--- config.mk ---
export PLATFORM = sky130hd
export DESIGN_NAME = sha256_wmem_sequencer
export DESIGN_NICKNAME = d
export VERILOG_FILES = /design/src/rtl/sha256_wmem_pkg.sv /design/src/rtl/sha256_wexp_step.sv /design/src/rtl/sha256_wmem_sequencer.sv
export SDC_FILE = /design/constraint.sdc
export NUM_CORES = 2
export LEC_CHECK = 0
export ABC_AREA = 1
export BUFFER_PORTS_ARGS = -buffer_cell sky130_fd_sc_hd__buf_2
export CAP_MARGIN = 20
export CELL_PAD_IN_SITES_DETAIL_PLACEMENT = 2
export CELL_PAD_IN_SITES_GLOBAL_PLACEMENT = 2
export CORE_ASPECT_RATIO = 1.5
export CORE_MARGIN = 2
export CORE_UTILIZATION = 35
export DETAILED_ROUTE_END_ITERATION = 8
export PLACE_DENSITY_LB_ADDON = 0.1
export SYNTH_ARGS = -nofsm -noshare
export SYNTH_HDL_FRONTEND = slang
export SYNTH_SLANG_ARGS = --single-unit
--- constraint.sdc ---
create_clock -name CLK -period 35.4 [get_ports CLK]
set_input_delay 7.08 -clock CLK [delete_from_list [all_inputs] [get_ports CLK]]
set_output_delay 7.08 -clock CLK [all_outputs]
set_load 0.01 [all_outputs]
--- src/rtl/sha256_wmem_pkg.sv ---
// Shared types, widths and sigma helpers for the SHA-256 message-schedule sequencer.
package sha256_wmem_pkg;

  localparam int WORD_W    = 32;
  localparam int WIN_DEPTH = 16;
  localparam int IDX_W     = 6;

  typedef enum logic {
    IDLE   = 1'b0,
    STREAM = 1'b1
  } state_e;

  function automatic logic [WORD_W-1:0] sigma0_s(input logic [WORD_W-1:0] x);
    return {x[6:0], x[31:7]} ^ {x[17:0], x[31:18]} ^ (x >> 3);
  endfunction

  function automatic logic [WORD_W-1:0] sigma1_s(input logic [WORD_W-1:0] x);
    return {x[16:0], x[31:17]} ^ {x[18:0], x[31:19]} ^ (x >> 10);
  endfunction

endpackage

--- src/rtl/sha256_wexp_step.sv ---
// One SHA-256 schedule expansion step: W[t+16] from the four taps of the 16-word window.
module sha256_wexp_step
  import sha256_wmem_pkg::*;
(
  input  logic [WORD_W-1:0] w0,
  input  logic [WORD_W-1:0] w1,
  input  logic [WORD_W-1:0] w9,
  input  logic [WORD_W-1:0] w14,
  output logic [WORD_W-1:0] w_next
);

  assign w_next = sigma1_s(w14) + w9 + sigma0_s(w1) + w0;

endmodule

--- src/rtl/sha256_wmem_sequencer.sv ---
// Holds one padded block in a 16-word sliding window and streams W[0..NUM_WORDS-1],
// expanding new words into the window tail as each word is consumed.
//
// state  | meaning
// IDLE   | waiting for a block, blk_ready high
// STREAM | presenting win[0] as W[t], shifting on each accepted beat
module sha256_wmem_sequencer
  import sha256_wmem_pkg::*;
#(
  parameter int NUM_WORDS = 64
) (
  input  logic                  CLK,
  input  logic                  RST,
  input  logic                  blk_valid,
  output logic                  blk_ready,
  input  logic [511:0]          blk_data,
  input  logic                  abort,
  output logic                  w_valid,
  input  logic                  w_ready,
  output logic [WORD_W-1:0]     w_data,
  output logic [IDX_W-1:0]      w_idx,
  output logic                  w_last,
  output logic                  busy
);

  localparam logic [IDX_W-1:0] LAST_IDX = IDX_W'(NUM_WORDS - 1);

  state_e            state_q, state_d;
  logic [IDX_W-1:0]  t_q, t_d;
  logic              w_last_q, w_last_d;
  logic [WORD_W-1:0] win_q [WIN_DEPTH];
  logic [WORD_W-1:0] w_next;
  logic              at_last;
  logic              load;
  logic              shift;

  sha256_wexp_step u_step (
    .w0     (win_q[0]),
    .w1     (win_q[1]),
    .w9     (win_q[9]),
    .w14    (win_q[14]),
    .w_next (w_next)
  );

  assign at_last = (t_q == LAST_IDX);

  // Ready for a new block in IDLE, or in the same cycle as the final beat so blocks chain with no bubble.
  always_comb begin
    blk_ready = 1'b0;
    case (state_q)
      IDLE:    blk_ready = 1'b1;
      STREAM:  blk_ready = w_ready & at_last & ~abort;
      default: blk_ready = 1'b0;
    endcase
  end

  assign load = blk_valid & blk_ready;

  always_comb begin
    state_d = state_q;
    t_d     = t_q;
    shift   = 1'b0;
    case (state_q)
      IDLE: begin
        if (blk_valid) begin
          state_d = STREAM;
          t_d     = '0;
        end
      end
      STREAM: begin
        if (abort) begin
          state_d = IDLE;
        end else if (w_ready) begin
          if (!at_last) begin
            shift = 1'b1;
            t_d   = t_q + IDX_W'(1);
          end else if (blk_valid) begin
            t_d = '0;
          end else begin
            state_d = IDLE;
          end
        end
      end
      default: state_d = IDLE;
    endcase
    w_last_d = (state_d == STREAM) && (t_d == LAST_IDX);
  end

  always_ff @(posedge CLK or posedge RST) begin
    if (RST) begin
      state_q  <= IDLE;
      t_q      <= '0;
      w_last_q <= 1'b0;
      for (int i = 0; i < WIN_DEPTH; i++) win_q[i] <= '0;
    end else begin
      state_q  <= state_d;
      t_q      <= t_d;
      w_last_q <= w_last_d;
      if (load) begin
        for (int i = 0; i < WIN_DEPTH; i++)
          win_q[i] <= blk_data[(WIN_DEPTH-1-i)*WORD_W +: WORD_W];
      end else if (shift) begin
        for (int i = 0; i < WIN_DEPTH-1; i++) win_q[i] <= win_q[i+1];
        win_q[WIN_DEPTH-1] <= w_next;
      end
    end
  end

  assign w_valid = (state_q == STREAM);
  assign busy    = (state_q == STREAM);
  assign w_data  = win_q[0];
  assign w_idx   = t_q;
  assign w_last  = w_last_q;

endmodule

==> run_results.csv <==
group,metric,value,unit
status,status,"finished, final reports clean",
run,drv_cap,0,
place,dpl.cell_count,5166,
worst_setup_path,cp.required,28.32,ns
drt,first_iter_violations,1460,
timing,drv_slew,0,
yosys,syn_area_per_cell,7.89,um2
yosys,synthTopCellsByArea,"dfrtp_1 44%, o21ai_0 20%, inv_1 9.0%",
grt,antenna_found_initial,69,
timing,hold_viol,0,
finish,fin_area,34400,um2
yosys,ys_warn_count,0,
clock_network,clock_path_buffers,3,
yosys,syn_inst,3723,
grt,grt_pass1_vias,29900,
yosys,yosysUniqueCellTypes,35,
floorplanning,dieArea,86400,um2
clock_network,post_cts_resized,0,
drt,ant_nets,0,
drt,vias_per_cell,5.17,
drt,finalWirelength,135,mm
clock_network,clkSinkCount,520,
clock_network,ctsHoldBuffers,0,
worst_setup_path,critPathMaxStageDelay,0.15,ns
floorplanning,rows,130,
worst_setup_path,reg2reg_from,"win_q[452]",
clock_network,cts_root_buf,"clkbuf_16",
timing,slew_headroom,0.255,
worst_setup_path,worst-r2r-setup-slack,31.15,ns
floorplanning,core_area,83400,um2
grt,grt_first_pass_wirelength,197,mm
floorplanning,die_h,359,um
drt,wl_per_cell,25.5,um
worst_setup_path,crit_path_cell_trace,"buf_2 -> inv_1 -> nand2_2 -> inv_1 -> nand2_2 -> nand2_4 -> buf_2",
timing,min_period,14.89,ns
worst_setup_path,cp_top_family,"buffers and inverters",
timing,finalCritPeriodShare,0.421,
clock_network,cts_setup_buffers,0,
floorplanning,die_w,241,um
clock_network,clkLatencyLatePin,0.65,ns
worst_setup_path,r2r_end,"win_q[13]",
place,dp_hpwl,103,mm
finish,finalNonFillerCells,5300,
timing,worst_pin_slew,1.11,ns
clock_network,numCtsBuffers,56,
yosys,synth_top_area_cell,"dfrtp_1",
timing,fin_tns_setup,0,ns
worst_setup_path,r2r_cells,14,
grt,grt_use_total,0.311,
timing,fmax,67.1,MHz
yosys,syn-cell-area,29400,um2
place,place_congestion,0.924,
min_path,hold_depth,2,
worst_setup_path,crit_fanout,4,
worst_setup_path,cp_slowest_cell,"buf_2",
place,port_buffers,558,
yosys,yosysTopAreaCellShare,0.443,
drt,vias,27400,
finish,syn_to_final_growth,17.1,%
drt,first_pass_iters,5,
finish,final_nets,4713,
worst_setup_path,arrival,7.81,ns
clock_network,cts_max_level,2,
floorplanning,initial_core_util,0.352,
timing,clock_skew,0.0233,ns
yosys,synth.net_count,4334,
finish,drive_above_1_share,0.165,
grt,grt.overflow.total,0,
clock_network,clkSlewWorstSetupHoldPaths,0.06,ns
grt,grt_max_degree,266,
place,post_dp_cell_area,32500,um2
yosys,synth_seq_area_share,0.443,
worst_setup_path,crit_type,"in -> out",
timing,rsz0062_at_grt,"no",
clock_network,cts_tree,"done",
worst_setup_path,crit_path_start_kind,"input port",
yosys,ys_ff_latch,520,
min_path,worstHoldStart,"win_q[148]",
min_path,hp-class,"reg -> reg",
worst_setup_path,cp-end-kind,"output port",
drt,route.detailed.drc,0,
min_path,hold_end,"win_q[148]",
floorplanning,ios,559,
worst_setup_path,cp.buffers_inverters,4,
timing,setup_violations,0,
-- how the worst max path moves through the flow --
| stage | start | to | cells after the start |
|---|---|---|---|
| after global routing | abort | blk_ready | 7 |
| after global placement | abort | blk_ready | 7 |
| after detailed placement | abort | blk_ready | 7 |
| after floorplan | RST | busy | 1 |
| final | abort | blk_ready | 7 |
| after CTS | abort | blk_ready | 7 |
-- logic make-up (layout without fill, tap and decap cells) --
kind of cell / after synthesis / in the layout / share of synthesized area
and+or+nand+nor: 594 / 594 / 0.0820
AOI/OAI and AO/OA: 1412 / 1412 / 0.244
adders and majority gates: 94 / 94 / 0.0559
DFF: 520 / 520 / 0.443
other: 0 / 32 / 0
xor gates and xnor gates: 132 / 132 / 0.0393
buffers and inverters: 971 / 1394 / 0.136
-- metal layers --
layer,share of wire,GRT usage
met5,0.0033,0
met4,0.058,0.157
met3,0.056,0.0681
met2,0.51,0.551
met1,0.38,0.346
-- through the flow --
| stage | hold WS (ns) | worst slack [ns] | utilization |
|---|---|---|---|
| after floorplan | 0.449 | 13.79 | - |
| after global placement | 0.463 | 20.51 | 0.390 |
| after detailed placement | 0.470 | 20.50 | 0.390 |
| after CTS | 0.487 | 20.50 | 0.412 |
| after global routing | 0.515 | 20.47 | 0.412 |
| final | 0.481 | 20.51 | 0.413 |
-- final cells by class --
type	instances	area [um2]
diodes	32	80.1
clock inverters	15	140
fillers	9785	49000
multi-input cells	2232	12400
inverters	711	2680
well taps	1122	1400
flip-flops and latches	520	13000
repair buffers	581	3020
clock buffers	87	1700
-- tightest hold or removal path, delay by kind of cell (launching register included) --
family           cells  cell delay, ns
flip-flops           1            0.34
AND/OR/NAND/NOR      2            0.10
-- state kept, by name, indices dropped and copies added, names as in the netlist --
| register | cells |
|---|---|
| w_last | 1 |
| w_data | 32 |
| w_idx | 6 |
| win_q | 480 |
| busy | 1 |
-- placed cells by master, fill, tap and decap left out, types with 3 or more instances in the layout --
cell type	instances
o21ai_0	1195
inv_1	706
buf_2	558
dfrtp_1	520
nand2_1	400
nor2_1	106
a21oi_1	78
xor2_1	73
o21ai_1	69
fa_1	62
xnor2_1	59
nand3_1	57
clkbuf_16	57
o22ai_1	55
diode_2	32
ha_1	32
buf_4	19
clkbuf_8	16
clkbuf_1	14
clkinv_2	11
o211ai_1	8
nand4_1	8
nor3_1	8
a31oi_1	4
buf_12	4
nand2_8	3
and2_1	3
-- cells in the mapped netlist (all sizes together) --
cell type and n:
and2 3, nand4 8, o211ai 8, ha 32
o21ai 1264, xnor2 59, buf 93, clkbuf 167
a21oi 79, fa 62, inv 711, nand2b 1
nand3 58, nand2 406, o21bai 2, xor2 73
o22ai 55, or2 2, a31oi 4, nor3 8
nor2 108, dfrtp 520
Power is not shown: default switching activity piles up to over one toggle a cycle in this logic, so the estimate is an artifact.
